===== config.mk =====
export PLATFORM = sky130hd
export DESIGN_NAME = ahbl_uart_rx
export DESIGN_NICKNAME = d
export VERILOG_FILES = /design/src/rtl/uart_rx_pkg.sv /design/src/rtl/uart_rx_fifo.sv /design/src/rtl/ahbl_uart_rx.sv
export SDC_FILE = /design/constraint.sdc
export NUM_CORES = 1
export LEC_CHECK = 0
export ABC_AREA = 1
export CORE_MARGIN = 2
export CORE_UTILIZATION = 30
export CTS_CLUSTER_SIZE = 10
export DETAILED_ROUTE_END_ITERATION = 8
export PLACE_DENSITY_LB_ADDON = 0.12
export SETUP_SLACK_MARGIN = 0.02
export SYNTH_ARGS = -nofsm -noshare
export SYNTH_HDL_FRONTEND = slang
export SYNTH_SLANG_ARGS = --single-unit

===== constraint.sdc =====
create_clock -name HCLK -period 4.4 [get_ports HCLK]
set_input_delay 0.88 -clock HCLK [delete_from_list [all_inputs] [get_ports HCLK]]
set_output_delay 0.88 -clock HCLK [all_outputs]
set_load 0.05 [all_outputs]

===== src/rtl/uart_rx_pkg.sv =====
// uart_rx_pkg: register map, status/ctrl bit positions and FSM encoding for the UART receiver
package uart_rx_pkg;
  localparam logic [1:0] REG_DATA   = 2'd0;
  localparam logic [1:0] REG_STATUS = 2'd1;
  localparam logic [1:0] REG_PRESC  = 2'd2;
  localparam logic [1:0] REG_CTRL   = 2'd3;
  localparam int ST_NE   = 0;
  localparam int ST_FULL = 1;
  localparam int ST_OVR  = 2;
  localparam int ST_FERR = 3;
  localparam int ST_BUSY = 4;
  localparam int CT_EN       = 0;
  localparam int CT_IE       = 1;
  localparam int CT_CLR_OVR  = 2;
  localparam int CT_CLR_FERR = 3;
  localparam int OVS = 16;
  localparam logic [3:0] OVS_MID  = 4'(OVS / 2 - 1);
  localparam logic [3:0] OVS_LAST = 4'(OVS - 1);
  typedef enum logic [1:0] {S_IDLE, S_START, S_DATA, S_STOP} state_e;
  function automatic logic [31:0] pack_status(input logic ne, input logic full, input logic ovr,
                                              input logic ferr, input logic busy);
    logic [31:0] s;
    s = '0;
    s[ST_NE]   = ne;
    s[ST_FULL] = full;
    s[ST_OVR]  = ovr;
    s[ST_FERR] = ferr;
    s[ST_BUSY] = busy;
    return s;
  endfunction
endpackage


===== src/rtl/uart_rx_fifo.sv =====
// uart_rx_fifo: small receive FIFO; a push into a full FIFO with no pop is dropped and flagged
module uart_rx_fifo #(
  parameter int DEPTH = 4,
  parameter int WIDTH = 8
) (
  input  logic             clk,
  input  logic             rst_n,
  input  logic             push,
  input  logic             pop,
  input  logic [WIDTH-1:0] wdata,
  output logic [WIDTH-1:0] rdata,
  output logic             empty,
  output logic             full,
  output logic             overrun_pulse
);
  localparam int AW = $clog2(DEPTH);
  localparam int CW = AW + 1;
  logic [WIDTH-1:0] mem_q [DEPTH];
  logic [WIDTH-1:0] mem_d [DEPTH];
  logic [AW-1:0] wr_q, wr_d, rd_q, rd_d;
  logic [CW-1:0] cnt_q, cnt_d;
  logic do_push, do_pop;
  assign empty = cnt_q == '0;
  assign full  = cnt_q[AW];
  assign rdata = mem_q[rd_q];
  always_comb begin
    do_pop        = pop & ~empty;
    do_push       = push & (~full | do_pop);
    overrun_pulse = push & full & ~do_pop;
    mem_d = mem_q;
    if (do_push) mem_d[wr_q] = wdata;
    wr_d  = do_push ? wr_q + AW'(1) : wr_q;
    rd_d  = do_pop ? rd_q + AW'(1) : rd_q;
    cnt_d = cnt_q + CW'(do_push) - CW'(do_pop);
  end
  always_ff @(posedge clk) begin
    if (!rst_n) begin
      mem_q <= '{default: '0};
      wr_q  <= '0;
      rd_q  <= '0;
      cnt_q <= '0;
    end else begin
      mem_q <= mem_d;
      wr_q  <= wr_d;
      rd_q  <= rd_d;
      cnt_q <= cnt_d;
    end
  end
endmodule


===== src/rtl/ahbl_uart_rx.sv =====
// ahbl_uart_rx: AHB-Lite slave UART receiver (16x oversampled 8N1) with a receive FIFO
module ahbl_uart_rx
  import uart_rx_pkg::*;
#(
  parameter int          FIFO_DEPTH = 4,
  parameter logic [15:0] PRESC_RST  = 16'd0
) (
  input  logic        HCLK,
  input  logic        HRESETn,
  input  logic [31:0] HADDR,
  input  logic [1:0]  HTRANS,
  input  logic [2:0]  HSIZE,
  input  logic        HWRITE,
  input  logic        HREADY,
  input  logic        HSEL,
  input  logic [31:0] HWDATA,
  output logic        HREADYOUT,
  output logic [31:0] HRDATA,
  input  logic        rx,
  output logic        irq
);
  logic bus_acc, rd, wr, wr_presc, wr_ctrl, pop, push, ferr_set, tick, idle;
  logic dph_valid_q, dph_valid_d, dph_write_q, dph_write_d;
  logic [1:0] dph_addr_q, dph_addr_d;
  logic [15:0] presc_q, presc_d, tick_cnt_q, tick_cnt_d;
  logic en_q, en_d, ie_q, ie_d, ovr_q, ovr_d, ferr_q, ferr_d;
  logic rx_meta_q, rx_meta_d, rx_s_q, rx_s_d, brk_q, brk_d;
  state_e state_q, state_d;
  logic [3:0] ovs_q, ovs_d;
  logic [2:0] bit_q, bit_d;
  logic [7:0] shift_q, shift_d, fifo_rdata;
  logic fifo_empty, fifo_full, ovr_pulse;
  logic unused_bits;
  assign unused_bits = ^{HADDR[31:4], HADDR[1:0], HTRANS[0], HSIZE, HWDATA[31:16]};
  assign HREADYOUT = 1'b1;
  assign bus_acc   = HSEL & HTRANS[1] & HREADY;
  assign rd        = dph_valid_q & ~dph_write_q;
  assign wr        = dph_valid_q & dph_write_q;
  assign wr_presc  = wr & (dph_addr_q == REG_PRESC);
  assign wr_ctrl   = wr & (dph_addr_q == REG_CTRL);
  assign pop       = rd & (dph_addr_q == REG_DATA);
  assign idle      = state_q == S_IDLE;
  assign tick      = en_q & ~idle & (tick_cnt_q == presc_q);
  assign irq       = (~fifo_empty & ie_q) | ovr_q | ferr_q;
  uart_rx_fifo #(.DEPTH(FIFO_DEPTH), .WIDTH(8)) u_fifo (
    .clk          (HCLK),
    .rst_n        (HRESETn),
    .push         (push),
    .pop          (pop),
    .wdata        (shift_q),
    .rdata        (fifo_rdata),
    .empty        (fifo_empty),
    .full         (fifo_full),
    .overrun_pulse(ovr_pulse)
  );
  always_comb begin
    HRDATA = !rd                      ? 32'h0 :
             dph_addr_q == REG_DATA   ? {24'h0, fifo_empty ? 8'h00 : fifo_rdata} :
             dph_addr_q == REG_STATUS ? pack_status(~fifo_empty, fifo_full, ovr_q, ferr_q, ~idle) :
             dph_addr_q == REG_PRESC  ? {16'h0, presc_q} :
                                        {30'h0, ie_q, en_q};
  end
  always_comb begin
    dph_valid_d = bus_acc;
    dph_write_d = bus_acc ? HWRITE : dph_write_q;
    dph_addr_d  = bus_acc ? HADDR[3:2] : dph_addr_q;
    presc_d     = wr_presc ? HWDATA[15:0] : presc_q;
    en_d        = wr_ctrl ? HWDATA[CT_EN] : en_q;
    ie_d        = wr_ctrl ? HWDATA[CT_IE] : ie_q;
    ovr_d       = ovr_pulse | (ovr_q & ~(wr_ctrl & HWDATA[CT_CLR_OVR]));
    ferr_d      = ferr_set | (ferr_q & ~(wr_ctrl & HWDATA[CT_CLR_FERR]));
    rx_meta_d   = rx;
    rx_s_d      = rx_meta_q;
    tick_cnt_d  = (~en_q | idle | tick) ? 16'h0 : tick_cnt_q + 16'd1;
  end
  always_comb begin
    state_d  = state_q;
    ovs_d    = ovs_q;
    bit_d    = bit_q;
    shift_d  = shift_q;
    brk_d    = brk_q;
    push     = 1'b0;
    ferr_set = 1'b0;
    case (state_q)
      S_IDLE: if (!rx_s_q) begin
        state_d = S_START;
        ovs_d   = 4'd0;
      end
      S_START: if (tick) begin
        ovs_d = ovs_q + 4'd1;
        if (ovs_q == OVS_MID) begin
          state_d = rx_s_q ? S_IDLE : S_DATA;
          ovs_d   = 4'd0;
          bit_d   = 3'd0;
        end
      end
      S_DATA: if (tick) begin
        ovs_d = ovs_q + 4'd1;
        if (ovs_q == OVS_LAST) begin
          shift_d = {rx_s_q, shift_q[7:1]};
          bit_d   = bit_q + 3'd1;
          state_d = bit_q == 3'd7 ? S_STOP : S_DATA;
        end
      end
      S_STOP: if (brk_q) begin
        state_d = rx_s_q ? S_IDLE : S_STOP;
        brk_d   = ~rx_s_q;
      end else if (tick) begin
        ovs_d = ovs_q + 4'd1;
        if (ovs_q == OVS_LAST) begin
          push     = rx_s_q;
          ferr_set = ~rx_s_q;
          brk_d    = ~rx_s_q;
          state_d  = rx_s_q ? S_IDLE : S_STOP;
        end
      end
      default: state_d = S_IDLE;
    endcase
    // disabling the receiver abandons any frame in progress, including a break wait
    if (!en_q) begin
      state_d = S_IDLE;
      brk_d   = 1'b0;
    end
  end
  always_ff @(posedge HCLK) begin
    if (!HRESETn) begin
      dph_valid_q <= 1'b0;
      dph_write_q <= 1'b0;
      dph_addr_q  <= 2'd0;
      presc_q     <= PRESC_RST;
      en_q        <= 1'b0;
      ie_q        <= 1'b0;
      ovr_q       <= 1'b0;
      ferr_q      <= 1'b0;
      rx_meta_q   <= 1'b1;
      rx_s_q      <= 1'b1;
      tick_cnt_q  <= 16'h0;
      state_q     <= S_IDLE;
      ovs_q       <= 4'd0;
      bit_q       <= 3'd0;
      shift_q     <= 8'h0;
      brk_q       <= 1'b0;
    end else begin
      dph_valid_q <= dph_valid_d;
      dph_write_q <= dph_write_d;
      dph_addr_q  <= dph_addr_d;
      presc_q     <= presc_d;
      en_q        <= en_d;
      ie_q        <= ie_d;
      ovr_q       <= ovr_d;
      ferr_q      <= ferr_d;
      rx_meta_q   <= rx_meta_d;
      rx_s_q      <= rx_s_d;
      tick_cnt_q  <= tick_cnt_d;
      state_q     <= state_d;
      ovs_q       <= ovs_d;
      bit_q       <= bit_d;
      shift_q     <= shift_d;
      brk_q       <= brk_d;
    end
  end
endmodule

==> metrics.txt, run 1 <==
first-pass GRT wire length 22.7 mm; Post-CTS Resized 0; worst-case reg-to-reg path depth 11; Yosys reg bits 99; DR iter-0 viols 245; initial antenna violation count 0; post-CTS setup buffers 0; Post-DRT Antenna Nets 0; CTS Buf Count 9; die area 19100 µm²; Root Driver clkbuf_16; Post-Synth Simple-Gate Area 0.308; Placed Cells 1050; DR WL/cell 12.9 µm; Max IR drop VDD 0.152 mV; setup violators final 0; vias 4755; crit path capture type primary output; status finished, final reports clean; Hold Violations, Final 0; register area share after synthesis 0.367; ranking of synthesized cells by area dfxtp_1, nand2_1, inv_1, nor2_1, a21oi_1; count of cell types in the netlist 41; largest net degree at the start of global routing 70; CP startpoint u_fifo.rd_q[0]; CTS tree built; vias in the first global route 4419; utilization after layout 0.348; Post-synth EDFFs 0; pwr/cell area 295 nW/µm²; clock transition at the registers of the reported paths 0.07 ns; cell taking the most area after synthesis dfxtp_1; # nets final 918; port bufs 41; core footprint 17800 µm²; Clock Latency Late Sink 0.35 ns; Relative slew margins 0.412; cell row count 49; layout cell share with drive strength beyond 1 0.0562; CTS Hold Bufs 0; Critical Path Start Type flip-flop; pre-CTS setup slack 0.876 ns; die height 138 µm; crit path max fanout 25; DRC viols 0; Compound-Gate Fraction of Synth Area 0.131; final WL 13.8 mm; CTS HTree Levels 3; PnR worst setup slack 0.551 ns; P_leak 2.50 nW; DRT Pass-1 Iters 4; mux share of post-synthesis cell area 0; arrival time worst endpoint 2.97 ns; Hold Path Depth 1; gr ovfl total 0; Worst Hold Class reg -> reg; worst r2r src dph_write_q; final RePlAce weighted congestion 0.836; share of the synthesized area in the top cell type 0.367; Synth Area in Adders 0.0269; RSZ-0062 raised after global routing false; YS warnings 0; Slew @ Worst Pin 0.882 ns; Mapped Area 5400 µm²; critical path class reg -> out; xor and xnor area share after synthesis 0.0130; Min Clock Period, post-route 3.85 ns; R2R Path End u_fifo.cnt_q[1]; cell count after synthesis 809; Final Skew 0.0114 ns; dpl hpwl 9.84 mm; CP required 3.52 ns; Hold Crit Endpoint rx_s_q; I/O Pins 109; Post-synth top flop dfxtp_1; mean post-synth cell area 6.68 µm²; Period Utilization, post-route 0.875; GRT Util Overall 0.147; ANT cells 0; area grow syn2layout 14.8%; Clock Path Buffers 2; Reg2Reg Setup Slack 1.68 ns; largest family of logic cells by synthesized area simple AND/OR/NAND/NOR gates; Hold Startpoint rx_meta_q; Die Wd 138 µm; setup TNS 0 ns; Clock Sinks 99; DR vias/cell 4.46; Max-cap violations 0; Async SR Flop Fraction 0; Hold Worst Slack 0.409 ns; Finished Layout Cells 1066; Starting Density 0.303; fmax 260 MHz; Final Max Slew Viols 0
## metrics by stage
| step | instance area [µm²] | total power, W |
|---|---|---|
| global route | 6200 | 0.00190 |
| detailed placement | 5900 | 0.00103 |
| finish | 6200 | 0.00183 |
| global placement | 5900 | 0.00103 |
| floorplan | 5460 | 0.00100 |
| CTS | 6200 | 0.00186 |
## routing by layer
metal | global-route usage | vias up | routed length (µm)
met5 | 0 | - | 0
met4 | 0.0596 | 0 | 267
met3 | 0.0187 | 16 | 451
met2 | 0.227 | 73 | 5990
met1 | 0.209 | 2098 | 7090
li1 | - | 2568 | -
## layout by cell type (no fill, tap or decap), types with 2 or more instances in the layout
cell type / netlist / layout
o21ai_0: 60 / 60
clkbuf_8: 0 / 2
a21oi_2: 3 / 3
nor2_2: 3 / 3
conb_1: 2 / 17
nand3_1: 20 / 20
clkbuf_16: 0 / 9
o22ai_1: 2 / 2
nor2_4: 4 / 4
nand2_1: 173 / 173
nand4_1: 35 / 35
nor4_1: 2 / 2
dfxtp_1: 99 / 99
or2_2: 3 / 3
a21oi_1: 60 / 60
nor3_1: 15 / 15
inv_1: 139 / 139
a211oi_1: 2 / 2
clkinv_2: 0 / 2
buf_4: 20 / 3
o21ai_2: 2 / 2
xor2_1: 8 / 8
inv_2: 4 / 4
ha_1: 10 / 10
nor3b_1: 2 / 2
nand4_4: 4 / 4
nor2_1: 97 / 97
clkdlybuf4s50_1: 0 / 40
## sequential cells by signal, indices dropped and copies added (netlist names), 2 cells and up, named ones only
signal / flops
presc_q: 16
u_fifo.wr_q: 2
ovs_q: 4
shift_q: 8
tick_cnt_q: 16
u_fifo.cnt_q: 3
bit_q: 3
u_fifo.mem_q: 32
dph_addr_q: 2
u_fifo.rd_q: 2
## where the power goes
part / leakage (nW) / internal [W] / switching (W)
Sequential: 0.798 / 0.000899 / 0.00000415
Clock: 0.153 / 0.000472 / 0.000349
Combinational: 1.55 / 0.0000328 / 0.0000710
## final cells by class
| class | count | area, µm² |
|---|---|---|
| tap | 229 | 287 |
| multi-input combinational | 533 | 2650 |
| clock inverter | 4 | 48.8 |
| clock buffer | 12 | 256 |
| fill | 1975 | 11600 |
| timing repair buffer | 44 | 428 |
| sequential | 99 | 1980 |
| inverter | 145 | 547 |
## cells by family after synthesis
| logic type | after synthesis |
|---|---|
| adder cells (fa/ha/maj) | 11 |
| flip-flops | 99 |
| AND/OR/NAND/NOR | 363 |
| XOR/XNOR | 8 |
| buffers and inverters | 192 |
| other | 2 |
| AO/OA/AOI/OAI | 134 |
## cell usage after synthesis (4+ instances only)
master,count
inv_1,139
nand2_1,173
nand3_1,20
buf_1,7
xor2_1,8
nand4_1,35
buf_4,20
ha_1,10
clkbuf_1,10
buf_2,8
nand4_4,4
a21oi_1,60
nor2_4,4
nor2_1,97
dfxtp_1,99
inv_2,4
o21ai_0,60
nor3_1,15
## how the worst max path moves through the flow
stage | to | depth (start not counted)
global route | HRDATA[2] | 5
global placement | HRDATA[2] | 5
finish | HRDATA[2] | 5
floorplan | HRDATA[6] | 4
detailed placement | HRDATA[2] | 5
CTS | HRDATA[2] | 5
## critical path, stage by stage (launching register included)
cell and delay [ns]:
dfxtp_1 0.87, o21ai_0 0.24, o22ai_1 0.21, a21oi_1 0.10, nor3_1 0.32, clkdlybuf4s50_1 0.88
(Power assumes the default switching activity.)
==> inputs of run 2 (changes only) <==
Clock period 4.4 ns to 4.7 ns, I/O delays scaled along.
==> run 2 against run 1 <==
Against the previous run: sequential cell count unchanged; via count up 0.84%; clock power fell by 5.4%; sequential share of layout area is essentially flat; critical endpoint unchanged; largest cell class unchanged; highest routed layer unchanged.
==> metrics.txt, run 2 (synthesized netlist as in run 1, its figures left out) <==
worst-case reg-to-reg path depth 11 (unchanged); CTS HTree Levels 3 (unchanged); Setup crit end HRDATA[2] (unchanged); Final Skew 0.00694 ns (was 0.0114 ns); setup violators final 0 (unchanged); CP startpoint u_fifo.rd_q[0] (unchanged); DRT Pass-1 Iters 4 (unchanged); critical path class reg -> out (unchanged); Clock Latency Late Sink 0.35 ns (about the same); final WL 13.8 mm (about the same); crit path capture type primary output (unchanged); first-pass GRT wire length 22.7 mm (about the same); CTS tree built (unchanged); most frequent cells in the layout nand2_1, inv_1, dfxtp_1, nor2_1 (unchanged); R2R Path End u_fifo.cnt_q[1] (unchanged); GRT Util Overall 0.146 (was 0.147); CTS Buf Count 9 (unchanged); worst r2r src dph_write_q (unchanged); DR WL/cell 13.0 µm (was 12.9 µm); Starting Density 0.303 (unchanged); CP required 3.76 ns (was 3.52 ns); core footprint 17800 µm² (unchanged); ANT cells 0 (unchanged); Largest regs u_fifo.mem_q (32), presc_q (16), tick_cnt_q (16) (unchanged); Clock Path Buffers 2 (unchanged); fmax 253 MHz; DRC viols 0 (unchanged); I/O Pins 109 (unchanged); Finished Layout Cells 1066 (unchanged); Min Clock Period, post-route 3.95 ns; RSZ-0062 raised after global routing false (unchanged); most common cell after layout, fill and taps aside nand2_1 (unchanged); Placed Cells 1050 (unchanged); vias 4795 (was 4755); setup TNS 0 ns (unchanged); Post-DRT Antenna Nets 0 (unchanged); Relative slew margins 0.429 (was 0.412); Max-cap violations 0 (unchanged); Reg2Reg Setup Slack 1.98 ns (was 1.68 ns); # nets final 918 (unchanged); Post-DP Area 5900 µm² (unchanged); largest net degree at the start of global routing 44 (was 70); Post-CTS Resized 0 (unchanged); pwr/cell area 277 nW/µm² (was 295 nW/µm²); crit path max fanout 24 (was 25); fillers 1924 (was 1975); post-CTS setup buffers 0 (unchanged); area grow syn2layout 14.8% (about the same); Largest register FFs 32 (unchanged); Hold Violations, Final 0 (unchanged); Slew @ Worst Pin 0.856 ns (was 0.882 ns); arrival time worst endpoint 3.01 ns (was 2.97 ns); Die Wd 138 µm (unchanged); vias in the first global route 4468 (was 4419); DR iter-0 viols 311 (was 245); Root Driver clkbuf_16 (unchanged); most flop-heavy register u_fifo.mem_q (unchanged); Worst Hold Class reg -> reg (unchanged); Finished Cell Area 6200 µm² (about the same); cell row count 49 (unchanged); gr ovfl total 0 (unchanged); die area 19100 µm² (unchanged); status finished, final reports clean (unchanged); initial antenna violation count 0 (unchanged); Period Utilization, post-route 0.841; port bufs 41 (unchanged); DR vias/cell 4.50 (was 4.46); clock transition at the registers of the reported paths 0.06 ns (was 0.07 ns); Max IR drop VDD 0.151 mV (was 0.152 mV); die height 138 µm (unchanged); final RePlAce weighted congestion 0.793 (was 0.836); CTS Hold Bufs 0 (unchanged); Final Max Slew Viols 0 (unchanged); dpl hpwl 9.81 mm (was 9.84 mm); Clock Sinks 99 (unchanged); Critical Path Start Type flip-flop (unchanged); P_leak 2.50 nW (about the same); Hold Worst Slack 0.413 ns (was 0.409 ns); layout cell share with drive strength beyond 1 0.0538 (was 0.0562)
## run 2: layout make-up
| class | instances | area (µm²) | area share |
|---|---|---|---|
| clock buffer | 15 | 278 | 0.0448 |
| clock inverter | 1 | 30.0 | 0.00484 |
| inverter | 145 | 547 | 0.0881 |
| multi-input combinational | 533 | 2650 | 0.428 |
| sequential | 99 | 1980 | 0.319 |
| tap | 229 | 287 | 0.0462 |
| timing repair buffer | 44 | 428 | 0.0690 |
## run 2: worst max-delay path: stages (launching register included)
cell and delay [ns]:
dfxtp_1 0.87, o21ai_0 0.25, o22ai_1 0.21, a21oi_1 0.09, nor3_1 0.34, clkdlybuf4s50_1 0.89
## run 2: layer usage
| metal | GRT usage | up-vias | wire length, µm |
|---|---|---|---|
| met5 | 0 | - | 0 |
| met4 | 0.0548 | 0 | 233 |
| met3 | 0.0229 | 16 | 439 |
| met2 | 0.231 | 65 | 6190 |
| met1 | 0.201 | 2151 | 6950 |
| li1 | - | 2563 | - |
## run 2: worst min path at each step
stage / startpoint / to / slack [ns] / cells after the start
2_1_floorplan: rx_meta_q / rx_s_q / 0.39 / 1
3_3_place_gp: rx_meta_q / rx_s_q / 0.40 / 1
3_5_place_dp: rx_meta_q / rx_s_q / 0.40 / 1
4_1_cts: rx_meta_q / rx_s_q / 0.42 / 1
5_1_grt: rx_meta_q / rx_s_q / 0.42 / 1
6_report: rx_meta_q / rx_s_q / 0.41 / 1
## run 2: metrics by stage
stage | worst slack (ns) | utilization | total power [W]
after floorplan | 1.73 | - | 0.000941
after global placement | 1.10 | 0.330 | 0.000963
after detailed placement | 1.11 | 0.330 | 0.000962
after CTS | 0.716 | 0.348 | 0.00175
after global routing | 0.541 | 0.348 | 0.00179
final | 0.746 | 0.348 | 0.00172
## run 2: report_power, final
group	internal, W	switching, W
clock	0.000458	0.000319
combinational	0.0000306	0.0000664
sequential	0.000842	0.00000393
